## src/rtl/fa16b_rev_pkg.sv

```systemverilog
// -----------------------------------------------------------------------------
// fa16b_rev_pkg
// Shared definitions for the reversible 16-bit dual-rail adder sequencer:
//   - WIDTH        : addend / sum width
//   - SETTLE_MIN/MAX: legal range of the per-phase settle time
//   - CNT_W        : width of the phase down-counter (holds SETTLE_MAX-1)
//   - rev_state_t  : sequencer phases
//   - rail_pair_bad: flags a dual-rail pair that is not a valid code word
// -----------------------------------------------------------------------------
package fa16b_rev_pkg;

   localparam int WIDTH      = 16;
   localparam int SETTLE_MIN = 1;
   localparam int SETTLE_MAX = 255;
   localparam int CNT_W      = 8;

   typedef enum logic [2:0] {
      IDLE  = 3'd0,
      FWD   = 3'd1,
      BWD   = 3'd2,
      REL_F = 3'd3,
      REL_B = 3'd4
   } rev_state_t;

   // A settled dual-rail bit must have exactly one rail high; equal rails
   // (null or both-high) at the sample point indicate a broken adder output.
   function automatic logic rail_pair_bad(input logic rail, input logic rail_not);
      return rail == rail_not;
   endfunction

endpackage

```

## src/rtl/fa16b_rev_seq_timer.sv

```systemverilog
// -----------------------------------------------------------------------------
// rev_phase_timer
// Down-counter that times each sequencer phase.
//   clk      : clock
//   rst      : synchronous active-high reset (counter -> 0)
//   load     : load load_val this edge (takes precedence over counting)
//   load_val : value loaded; the phase lasts load_val+1 cycles
//   done     : counter is at zero (last cycle of the current phase)
// -----------------------------------------------------------------------------
module rev_phase_timer
   import fa16b_rev_pkg::*;
(
   input  logic             clk,
   input  logic             rst,
   input  logic             load,
   input  logic [CNT_W-1:0] load_val,
   output logic             done
);

   logic [CNT_W-1:0] r_cnt;

   always_ff @(posedge clk) begin
      if (rst) begin
         r_cnt <= '0;
      end else if (load) begin
         r_cnt <= load_val;
      end else if (r_cnt != '0) begin
         r_cnt <= r_cnt - 1'b1;
      end
   end

   assign done = (r_cnt == '0);

endmodule

```

## src/rtl/fa16b_rev_seq.sv

```systemverilog
// -----------------------------------------------------------------------------
// fa16b_rev_seq
// Sequencer for a reversible dual-rail 16-bit adder. A request is latched,
// then the adder inputs are walked through four phases of SETTLE_CYC cycles:
//   FWD   : forward rails (a, b, cin) driven; sum sampled on the last cycle
//   BWD   : backward (uncompute) rails driven in addition
//   REL_F : forward a/cin rails released to null, b and backward rails kept
//   REL_B : everything released to null, then back to IDLE
// Ports:
//   clk, rst                 : clock, synchronous active-high reset
//   req_valid/req_ready      : request handshake; req_a, req_b, req_cin payload
//   a_f/a_not_f, b/b_not     : forward dual-rail addend drive
//   c0_f/c0_f_not            : forward carry-in rails
//   a_b/a_not_b, c0_b/c0_not_b : backward (uncompute) rails
//   s/s_not, c15/c15_not     : dual-rail sum and carry-out from the adder
//   rsp_valid/rsp_ready      : response handshake
//   rsp_sum, rsp_cout, rsp_err : response payload (err = invalid rail pair)
// -----------------------------------------------------------------------------
module fa16b_rev_seq
   import fa16b_rev_pkg::*;
#(
   parameter int SETTLE_CYC = 2
)
(
   input  logic             clk,
   input  logic             rst,
   input  logic             req_valid,
   output logic             req_ready,
   input  logic [WIDTH-1:0] req_a,
   input  logic [WIDTH-1:0] req_b,
   input  logic             req_cin,
   output logic [WIDTH-1:0] a_f,
   output logic [WIDTH-1:0] a_not_f,
   output logic [WIDTH-1:0] b,
   output logic [WIDTH-1:0] b_not,
   output logic             c0_f,
   output logic             c0_f_not,
   output logic [WIDTH-1:0] a_b,
   output logic [WIDTH-1:0] a_not_b,
   output logic             c0_b,
   output logic             c0_not_b,
   input  logic [WIDTH-1:0] s,
   input  logic [WIDTH-1:0] s_not,
   input  logic             c15,
   input  logic             c15_not,
   output logic             rsp_valid,
   input  logic             rsp_ready,
   output logic [WIDTH-1:0] rsp_sum,
   output logic             rsp_cout,
   output logic             rsp_err
);

   // Timer counts load value down to zero, so load SETTLE_CYC-1.
   localparam logic [CNT_W-1:0] LOAD_VAL = CNT_W'(SETTLE_CYC - 1);

   rev_state_t       r_state;
   rev_state_t       w_state_next;

   logic [WIDTH-1:0] r_a;
   logic [WIDTH-1:0] r_b;
   logic             r_cin;

   logic             r_rsp_valid;
   logic [WIDTH-1:0] r_rsp_sum;
   logic             r_rsp_cout;
   logic             r_rsp_err;

   logic             w_accept;
   logic             w_done;
   logic             w_load;
   logic             w_sample;
   logic [WIDTH:0]   w_pair_bad;
   logic             w_rail_err;
   logic             w_fwd_on;
   logic             w_b_on;
   logic             w_bwd_on;

   assign req_ready = (r_state == IDLE) && !r_rsp_valid;
   assign w_accept  = req_valid && req_ready;
   assign w_sample  = (r_state == FWD) && w_done;

   // Reload the timer on every entry into a timed (non-IDLE) phase.
   assign w_load = (w_state_next != r_state) && (w_state_next != IDLE);

   rev_phase_timer u_timer (
      .clk      (clk),
      .rst      (rst),
      .load     (w_load),
      .load_val (LOAD_VAL),
      .done     (w_done)
   );

   // ---------------- FSM: state register ----------------
   always_ff @(posedge clk) begin
      if (rst) begin
         r_state <= IDLE;
      end else begin
         r_state <= w_state_next;
      end
   end

   // ---------------- FSM: next state ----------------
   always_comb begin
      w_state_next = r_state;
      case (r_state)
         IDLE:    if (w_accept) w_state_next = FWD;
         FWD:     if (w_done)   w_state_next = BWD;
         BWD:     if (w_done)   w_state_next = REL_F;
         REL_F:   if (w_done)   w_state_next = REL_B;
         REL_B:   if (w_done)   w_state_next = IDLE;
         default:               w_state_next = IDLE;
      endcase
   end

   // ---------------- FSM: outputs ----------------
   // Each rail pair is gated by a single enable, so a pair is either the
   // code word of its data bit or null; both-high can never be produced.
   always_comb begin
      w_fwd_on = 1'b0;
      w_b_on   = 1'b0;
      w_bwd_on = 1'b0;
      case (r_state)
         FWD:   begin w_fwd_on = 1'b1; w_b_on = 1'b1; end
         BWD:   begin w_fwd_on = 1'b1; w_b_on = 1'b1; w_bwd_on = 1'b1; end
         REL_F: begin w_b_on = 1'b1; w_bwd_on = 1'b1; end
         default: ;
      endcase

      a_f      =  r_a & {WIDTH{w_fwd_on}};
      a_not_f  = ~r_a & {WIDTH{w_fwd_on}};
      c0_f     =  r_cin & w_fwd_on;
      c0_f_not = ~r_cin & w_fwd_on;
      b        =  r_b & {WIDTH{w_b_on}};
      b_not    = ~r_b & {WIDTH{w_b_on}};
      a_b      =  r_a & {WIDTH{w_bwd_on}};
      a_not_b  = ~r_a & {WIDTH{w_bwd_on}};
      c0_b     =  r_cin & w_bwd_on;
      c0_not_b = ~r_cin & w_bwd_on;
   end

   // ---------------- Rail validity of the adder result ----------------
   genvar gi;
   generate
      for (gi = 0; gi < WIDTH; gi++) begin : g_sum_chk
         assign w_pair_bad[gi] = rail_pair_bad(s[gi], s_not[gi]);
      end
   endgenerate
   assign w_pair_bad[WIDTH] = rail_pair_bad(c15, c15_not);
   assign w_rail_err        = |w_pair_bad;

   // ---------------- Operand latch (only at accept) ----------------
   always_ff @(posedge clk) begin
      if (rst) begin
         r_a   <= '0;
         r_b   <= '0;
         r_cin <= 1'b0;
      end else if (w_accept) begin
         r_a   <= req_a;
         r_b   <= req_b;
         r_cin <= req_cin;
      end
   end

   // ---------------- Response register ----------------
   // A new response can only be sampled when the previous one was already
   // taken (requests are accepted only with rsp_valid low), so the set and
   // clear below never compete for the same edge.
   always_ff @(posedge clk) begin
      if (rst) begin
         r_rsp_valid <= 1'b0;
         r_rsp_sum   <= '0;
         r_rsp_cout  <= 1'b0;
         r_rsp_err   <= 1'b0;
      end else if (w_sample) begin
         r_rsp_valid <= 1'b1;
         r_rsp_sum   <= s;
         r_rsp_cout  <= c15;
         r_rsp_err   <= w_rail_err;
      end else if (r_rsp_valid && rsp_ready) begin
         r_rsp_valid <= 1'b0;
      end
   end

   assign rsp_valid = r_rsp_valid;
   assign rsp_sum   = r_rsp_sum;
   assign rsp_cout  = r_rsp_cout;
   assign rsp_err   = r_rsp_err;

endmodule

```

## config.mk

```make
export PLATFORM = sky130hd
export DESIGN_NAME = fa16b_rev_seq
export DESIGN_NICKNAME = d
export VERILOG_FILES = /design/src/rtl/fa16b_rev_pkg.sv /design/src/rtl/fa16b_rev_seq_timer.sv /design/src/rtl/fa16b_rev_seq.sv
export SDC_FILE = /design/constraint.sdc
export NUM_CORES = 1
export LEC_CHECK = 0
export BUFFER_PORTS_ARGS = -buffer_cell sky130_fd_sc_hd__buf_2
export CORE_MARGIN = 2
export CORE_UTILIZATION = 33
export DETAILED_ROUTE_END_ITERATION = 6
export PLACE_DENSITY_LB_ADDON = 0.15
export REMOVE_ABC_BUFFERS = 1
export SLEW_MARGIN = 20
export SYNTH_ARGS = -nofsm -noshare
export SYNTH_HDL_FRONTEND = slang
export SYNTH_SLANG_ARGS = --single-unit
```

## constraint.sdc

```tcl
create_clock -name clk -period 4.7 [get_ports clk]
set_input_delay 0.235 -clock clk [delete_from_list [all_inputs] [get_ports clk]]
set_output_delay 0.235 -clock clk [all_outputs]
set_load 0.02 [all_outputs]
```

# After elaboration in Yosys (flattened, before gate mapping)
# Index checks and enable logic that the tools add are counted.
[totals]
latchBits = 0
romBits = 0
ramBits = 0
memories = 0
ff_bits = 63
[op_classes]
magnitude_cmp = 0
n_eq_ne = 22
n_shift = 0
addsub = 1
n_mux = 13
n_mul = 0
n_reduce_logical = 17
n_div = 0
bitwise = 13
[ops]
columns = ["cell", "n"]
rows = [
  ["bitwise AND 16 bit", 6],
  ["NOT 16 bit", 2],
  ["equality test 1 bit", 17],
  ["OR reduction 17 bit", 1],
  ["two-way mux 3 bit", 5],
  ["case mux 3 bit (5 select lines)", 1],
  ["zero test 8 bit", 1],
  ["nonzero test 8 bit", 1],
  ["subtractor 8 x 1 -> 8 bit (second input constant)", 1],
  ["two-way mux 1 bit", 7],
  ["equality test 3 x 2 -> 1 bit (second input constant)", 2],
  ["OR reduction 2 bit", 3],
  ["logical AND 1 bit", 5],
  ["bitwise AND 1 bit", 4],
  ["nonzero test 2 bit", 2],
  ["equality test 3 x 1 -> 1 bit (second input constant)", 1],
  ["equality test 3 bit (second input constant)", 1],
  ["zero test 3 bit", 1],
  ["inequality test 3 bit", 1],
  ["nonzero test 3 bit", 1],
  ["OR reduction 3 bit", 1],
  ["zero test 1 bit", 1],
  ["NOT 1 bit", 1],
]

# Logic depth before layout (Yosys ltp)
# Gate-level depths: netlist of the first run.
[logic_depth]
word_depth = 8
mapped_depth = 7
mapped_depth_nobuf = 6

# Hierarchy
# Synthesis of the first run repeated with hierarchy kept, for this count alone.
[unflattened]
hier_cells = 438
area_unflattened_um2 = 3234.4
[by_module_without_submodules]
columns = ["module", "instances", "cells_per_inst", "seq_area_each_um2", "area_each_um2"]
rows = [
  ["fa16b_rev_seq", 1, 385, 1101.1, 2758.9],
  ["rev_phase_timer", 1, 53, 160.2, 475.5],
]

# Worst setup path before layout of the first run
# Ideal clock, no wire load.
[synth_timing]
path_kind = "reg2reg"
from = "register u_timer.r_cnt[0]"
to = "register r_rsp_err, in the netlist rsp_err"
t_arrival_ns = 1.667
setup_slack_ns = 2.896
stages_incl_launch_ff = 8
path_cell_list = "dfxtp_1 > inv_1 > ha_1 > nor3b_1 > nand4_1 > buf_4 > nor4_4 > a221oi_2"
[synth_via]
elab_chain_cells = 2
[synth_lines]
columns = ["item", "line", "rtl"]
rows = [
  ["from (decl)", "fa16b_rev_seq_timer.sv:20", "logic [CNT_W-1:0] r_cnt;"],
  ["from (signal assigned)", "fa16b_rev_seq_timer.sv:26", "r_cnt <= load_val;"],
  ["from (signal assigned)", "fa16b_rev_seq_timer.sv:28", "r_cnt <= r_cnt - 1'b1;"],
  ["zero test 8 bit", "fa16b_rev_seq_timer.sv:32", "assign done = (r_cnt == '0);"],
  ["logical AND 1 bit", "fa16b_rev_seq.sv:80", "assign w_sample = (r_state == FWD) && w_done;"],
  ["to (signal assigned)", "fa16b_rev_seq.sv:178", "r_rsp_err <= w_rail_err;"],
  ["to (decl)", "fa16b_rev_seq.sv:66", "logic r_rsp_err;"],
]
# No other way between the ends.
# A chain may end at the register's enable or synchronous reset.

# Worst setup path in the final report of the first run
[layout_timing]
from = "register r_state[1]"
to = "output port a_f[6]"
[layout_via]
elab_chain_cells = 4
[layout_lines]
columns = ["item", "line", "rtl"]
rows = [
  ["from (decl)", "fa16b_rev_seq.sv:56", "rev_state_t r_state;"],
  ["from (signal assigned)", "fa16b_rev_seq.sv:98", "r_state <= w_state_next;"],
  ["equality test 3 x 1 -> 1 bit / equality test 3 x 2 -> 1 bit (equally long branches)", "fa16b_rev_seq.sv:122", "case (r_state)"],
  ["OR reduction 2 bit (no line) (*)", "--", ""],
  ["two-way mux 1 bit (*)", "fa16b_rev_seq.sv:122", ""],
  ["bitwise AND 16 bit (*)", "fa16b_rev_seq.sv:129", "a_f = r_a & {WIDTH{w_fwd_on}};"],
  ["to (decl)", "fa16b_rev_seq.sv:32", "output logic [WIDTH-1:0] a_f,"],
]
# Mark *: on every way between the ends. The rest lies on a longest branch, timed or not.

==> results.ini, run 1 <==
[clock_network]
cts_tree=built
cts_resized=0
clkSlewWorstSetupHoldPaths_ns=0.07
cts_buffers=9
worstSkewPairLatency_ns=0.34
cts_setup_buffers=0
clk_path_buf_depth=2
cts_sinks=63
cts_htree_levels=3
cts_root_buffer=clkbuf_8
holdBufCountCts=0

[worst_setup_path]
r2r-end=rsp_err
path_class=flop to primary output
cp_max_fo=17
reg2reg_setup_slack_ns=2.54
startpoint=r_state[1]
cp-end-kind=primary output
cp.arrival_ns=2.14
cp.required_ns=4.47
cp-start-kind=flop
r2r_start=u_timer.r_cnt[0]
endpoint=a_f[6]
reg2reg_depth=7

[sta]
relSlewSlack=0.3476
tightest_slew_ns=0.9786
finalSetupTns_ns=0
finClkSkew_ns=0.01114
hold_viol=0
whs_ns=0.1287
fin_ws_ns=2.326
period_needed_ns=2.374
setup_viol=0
grt_setup_unrepaired=false
period_share=0.5051
slew_viol_final=0
fmaxAchievable_ghz=0.4212

[final_layout]
synthToLayoutAreaGrowth_pct=38.32
drive_above_1_share=0.3616
n_antenna_cell=0
fin_area_um2=4295
final_nets=658
final_util=0.4671

[min_path]
hold_class=input port to flop

[grt]
top_usage_layer=met2
grt_pass1_vias=2942
grt_first_pass_wirelength_mm=13.63
use_met1=0.1898
antenna_found_initial=0
track_usage=0.1686
met3_usage=0.04508
use_met2=0.2892
grt_overflow=0
grt_max_degree=36

[drt]
drt-initial-drc-count=78
vias=3245
detail_route.first_pass.iterations=4
vias_per_cell=4.636
drcViolationCount=0
wl_per_cell_um=12.67
ant_nets=0
wl_mm=8.870

[power]
vdd_ir_drop_max_v=0.0004328
pwr-share-seq=0.279
switching_share=0.4902
p_leak_nw=2.371
p_int_w=0.001401
p_per_area_nw_per_um2=639.7
power_switching_w=0.001347
p_comb_frac=0.561
clock_power_share=0.160

[run_status]
status=complete, no violations

[synth]
netlist_top_cells_area=dfxtp_1 41%, and2_1 10%, nor2_1 9.3%, nand2_1 8.8%, a21oi_1 6.3%
synth_seq_area_share=0.4061
avgSynthCellArea_um2=7.630
netlist_instances=407
yosysTopAreaCell=dfxtp_1
synth_area_um2=3105
ys_ff_latch=63
synth_top_area_share=0.4061
yosysMostFrequentCell=nor2_1
synth_common_cells=77 x nor2_1, 73 x nand2_1, 63 x dfxtp_1
synth_cell_types=31
async_reset_ff_frac=0
synth-edff-count=0
synth_flop_cell=dfxtp_1
ys_warn_count=0

[floorplanning]
rows=35
die_w_um=101.0
initial_core_util=0.3377
die_h_um=101.0
core_area_um2=9196
die_area_um2=10200
ios=191

[place]
dpl_worst_slack_ns=2.584
place_area_um2=4114
gp_congestion=0.7547
port_buffers=190
hpwl_mm=6.462

[flow_run]
drv_cap=0

## power groups by stage
stage | sequential (W) | clock [W] | combinational (W)
floorplan | 0.000786 | 0 | 0.000997
global placement | 0.000772 | 0 | 0.00154
detailed placement | 0.000777 | 0 | 0.00156
CTS | 0.000767 | 0.000456 | 0.00157
global route | 0.000786 | 0.000480 | 0.00171
finish | 0.000767 | 0.000440 | 0.00154
## cell type report
cell class / instances / area [um^2]
inverters: 3 / 11.26
fillers: 968 / 4901
flip-flops and latches: 63 / 1261
clock inverters: 4 / 47.55
multi-input cells: 314 / 1724
repair buffers: 194 / 980.9
well taps: 111 / 138.9
clock buffers: 11 / 131.4
## cell families after synthesis
| family | synth area share |
|---|---|
| buffers and inverters | 0.04029 |
| AND/OR/NAND/NOR | 0.3445 |
| flip-flops | 0.4061 |
| XOR/XNOR | 0.06487 |
| adder cells (fa/ha/maj) | 0.008057 |
| multiplexers | 0.05479 |
| AO/OA/AOI/OAI | 0.08139 |
## cells in the final DEF, fill, tap and decap left out, drive strengths merged, types with 11 or more instances in the layout
cell	netlist	layout
xor2	18	18
buf	8	194
nand2	73	73
mux2i	17	17
nor2	77	77
dfxtp	63	63
clkbuf	19	11
and2	52	52
a21oi	39	39
## sequential cells by signal (all words and copies together) (netlist names)
| register | cells |
|---|---|
| rsp_cout | 1 |
| r_cin | 1 |
| r_a | 16 |
| r_state | 3 |
| rsp_sum | 16 |
| u_timer.r_cnt | 8 |
| r_b | 16 |
| rsp_valid | 1 |
| rsp_err | 1 |
## how the worst min path moves through the flow
stage               cells past startpoint      end  slack, ns  startpoint
CTS                                     3  r_b[13]       0.11   req_b[13]
detailed placement                      2  rsp_err       0.46     rsp_err
global route                            3  r_b[11]       0.12   req_b[11]
floorplan                               1  rsp_err       0.30         rst
global placement                        2  rsp_err       0.45     rsp_err
finish                                  3  r_b[13]       0.13   req_b[13]
## critical path: stages (launching register included)
cell and delay [ns]:
dfxtp_1 0.50, nand2b_1 0.14, a21oi_1 0.77, and2_1 0.23
buf_2 0.16
## stage by stage
stage	instances	total power, W
after global routing	700	0.002974
after CTS	700	0.002792
final	700	0.002748
after floorplan	380	0.001783
after detailed placement	685	0.002337
after global placement	685	0.002308
## metal layers
metal  part of all wire  wire [um]
met1               0.41       3657
met2               0.48       4256
met3              0.080        714
met4              0.027        242
met5                  0          0
Note: power is estimated with default switching activity, not from simulation.
==> inputs of run 2 (changes only) <==
==> constraint.sdc (replaced) <==
create_clock -name clk -period 2 [get_ports clk]
set_input_delay 0.1 -clock clk [delete_from_list [all_inputs] [get_ports clk]]
set_output_delay 0.1 -clock clk [all_outputs]
set_load 0.02 [all_outputs]
==> run 2 against run 1 <==
Against the previous run:
- clock-buffer cell count up 2
- sequential cell count unchanged
- non-clock buffer count up 40
- register-to-register slack worse by 2.3 ns
- clock power rose to 2.6 times the previous value
- first-iteration DRC count up 31%
- wire length up 1.1%
- global-route usage up 0.85 points
- combinational power rose to 2.5 times the previous value
- hold slack worse by 0.11 ns
- cell area up 9.6%
- final cell count up 5.9%
- critical endpoint is now a_not_b[13]
- largest cell class unchanged
- highest routed layer unchanged
==> results.ini, run 2 (synthesis gave the netlist of run 1 again) <==
[drt]
wl_mm=8.972  ; +1.1%
detail_route.first_pass.iterations=4  ; unchanged
drcViolationCount=0  ; unchanged
vias_per_cell=4.596  ; -0.85%
ant_nets=0  ; unchanged
drt-initial-drc-count=102  ; +31%
wl_per_cell_um=12.11  ; -4.4%
vias=3406  ; +5.0%

[sta]
setup_viol=0  ; unchanged
finClkSkew_ns=0.009377  ; -0.001767 ns
hold_viol=0  ; unchanged
finalSetupTns_ns=0  ; unchanged
fmaxAchievable_ghz=0.5511
period_share=0.9073
period_needed_ns=1.815
relSlewSlack=0.5560  ; +0.2083
tightest_slew_ns=0.6661  ; -0.3125 ns
grt_setup_unrepaired=false
whs_ns=0.01618  ; -0.1126 ns
slew_viol_final=0  ; unchanged

[floorplanning]
initial_core_util=0.3377  ; unchanged
die_h_um=101.0  ; unchanged
die_area_um2=10200  ; unchanged
rows=35  ; unchanged
core_area_um2=9196  ; unchanged
ios=191  ; unchanged
die_w_um=101.0  ; unchanged

[clock_network]
cts_sinks=63  ; unchanged
clk_path_buf_depth=2  ; unchanged
cts_htree_levels=3  ; unchanged
cts_root_buffer=clkbuf_8
clkSlewWorstSetupHoldPaths_ns=0.06  ; about the same
cts_tree=built
cts_buffers=9  ; unchanged
worstSkewPairLatency_ns=0.33  ; about the same
cts_setup_buffers=0  ; unchanged

[power]
p_leak_nw=2.575  ; +8.6%
p_per_area_nw_per_um2=1439  ; +120%
vdd_ir_drop_max_v=0.0007396  ; +71%

[final_layout]
final_cell_mix=190 x buf_2, 77 x nor2_1, 73 x nand2_1
synthToLayoutAreaGrowth_pct=51.65
drive_above_1_share=0.3571  ; -0.004487
instances_no_fill=741  ; +5.9%
fillers=953  ; -1.5%
n_antenna_cell=0  ; unchanged
final_nets=698  ; +6.1%
layout.cells.most_common=buf_2

[grt]
track_usage=0.1771  ; +0.008510
antenna_found_initial=0  ; unchanged
grt_pass1_vias=3244  ; +10%
grt_first_pass_wirelength_mm=14.50  ; +6.3%
grt_max_degree=27  ; -25%
grt_overflow=0  ; unchanged

[place]
dp.cells=696  ; +1.6%
port_buffers=190  ; unchanged
hpwl_mm=6.630  ; +2.6%
gp_congestion=0.8377  ; +11%

[worst_setup_path]
cp.required_ns=1.90  ; -2.57 ns
cp.arrival_ns=1.71  ; -0.43 ns
path_class=flop to primary output
cp-end-kind=primary output
cp_max_fo=17  ; unchanged
reg2reg_setup_slack_ns=0.20  ; -2.34 ns
cp-start-kind=flop

[flow_run]
drv_cap=0  ; unchanged

[min_path]
hold_class=input port to flop

[run_status]
status=complete, no violations

-- run 2: per-layer routing --
layer  vias up  part of all wire  track usage
li1       1739                 -            -
met1      1527              0.42       0.1982
met2       130              0.50       0.3190
met3        10             0.070      0.04438
met4         0             0.011      0.07277
met5         -                 0            0
-- run 2: area by class of cell --
cell class | count | area (um^2) | area share
tap | 111 | 138.9 | 0.02949
sequential | 63 | 1261 | 0.2678
timing repair buffer | 234 | 1366 | 0.2901
clock buffer | 13 | 168.9 | 0.03587
multi-input combinational | 314 | 1723 | 0.3658
clock inverter | 3 | 40.04 | 0.008502
inverter | 3 | 11.26 | 0.002391
-- run 2: path summary, 6_finish.rpt --
| path | startpoint | end | cells past startpoint |
|---|---|---|---|
| max | r_state[2] | a_not_b[13] | 3 |
| min | req_a[0] | r_a[0] | 3 |
| max reg2reg | u_timer.r_cnt[0] | u_timer.r_cnt[3] | 7 |
| min reg2reg | rsp_err | rsp_err | 2 |
-- run 2: timing repair --
| action | in CTS | in global routing |
|---|---|---|
| hold buffers | 29 | 0 |
| endpoints found under the hold margin | 29 | 0 |
| gates resized for setup | 1 | 0 |
| endpoints found under the setup margin | 9 | 0 |
-- run 2: power breakdown --
part,internal (W),switching (W)
Clock,0.000674,0.000456
Combinational,0.00139,0.00245
Sequential,0.00153,0.000268
Total,0.00360,0.00318
-- run 2: worst max-delay path, stage by stage (launching register included) --
cell and delay, ns:
dfxtp_1 0.52, nand2b_1 0.59, nor2_1 0.09, buf_2 0.18
-- run 2: per-stage QoR --
step	instance area [um^2]	util	setup WS [ns]	power [W]
after global routing	4710	0.5121	0.01218	0.007360
after CTS	4710	0.5121	0.1368	0.006885
after floorplan	2992	-	-0.6519	0.004190
final	4710	0.5121	0.1855	0.006777
after global placement	4207	0.4574	0.2836	0.005621
after detailed placement	4207	0.4574	0.2198	0.005669
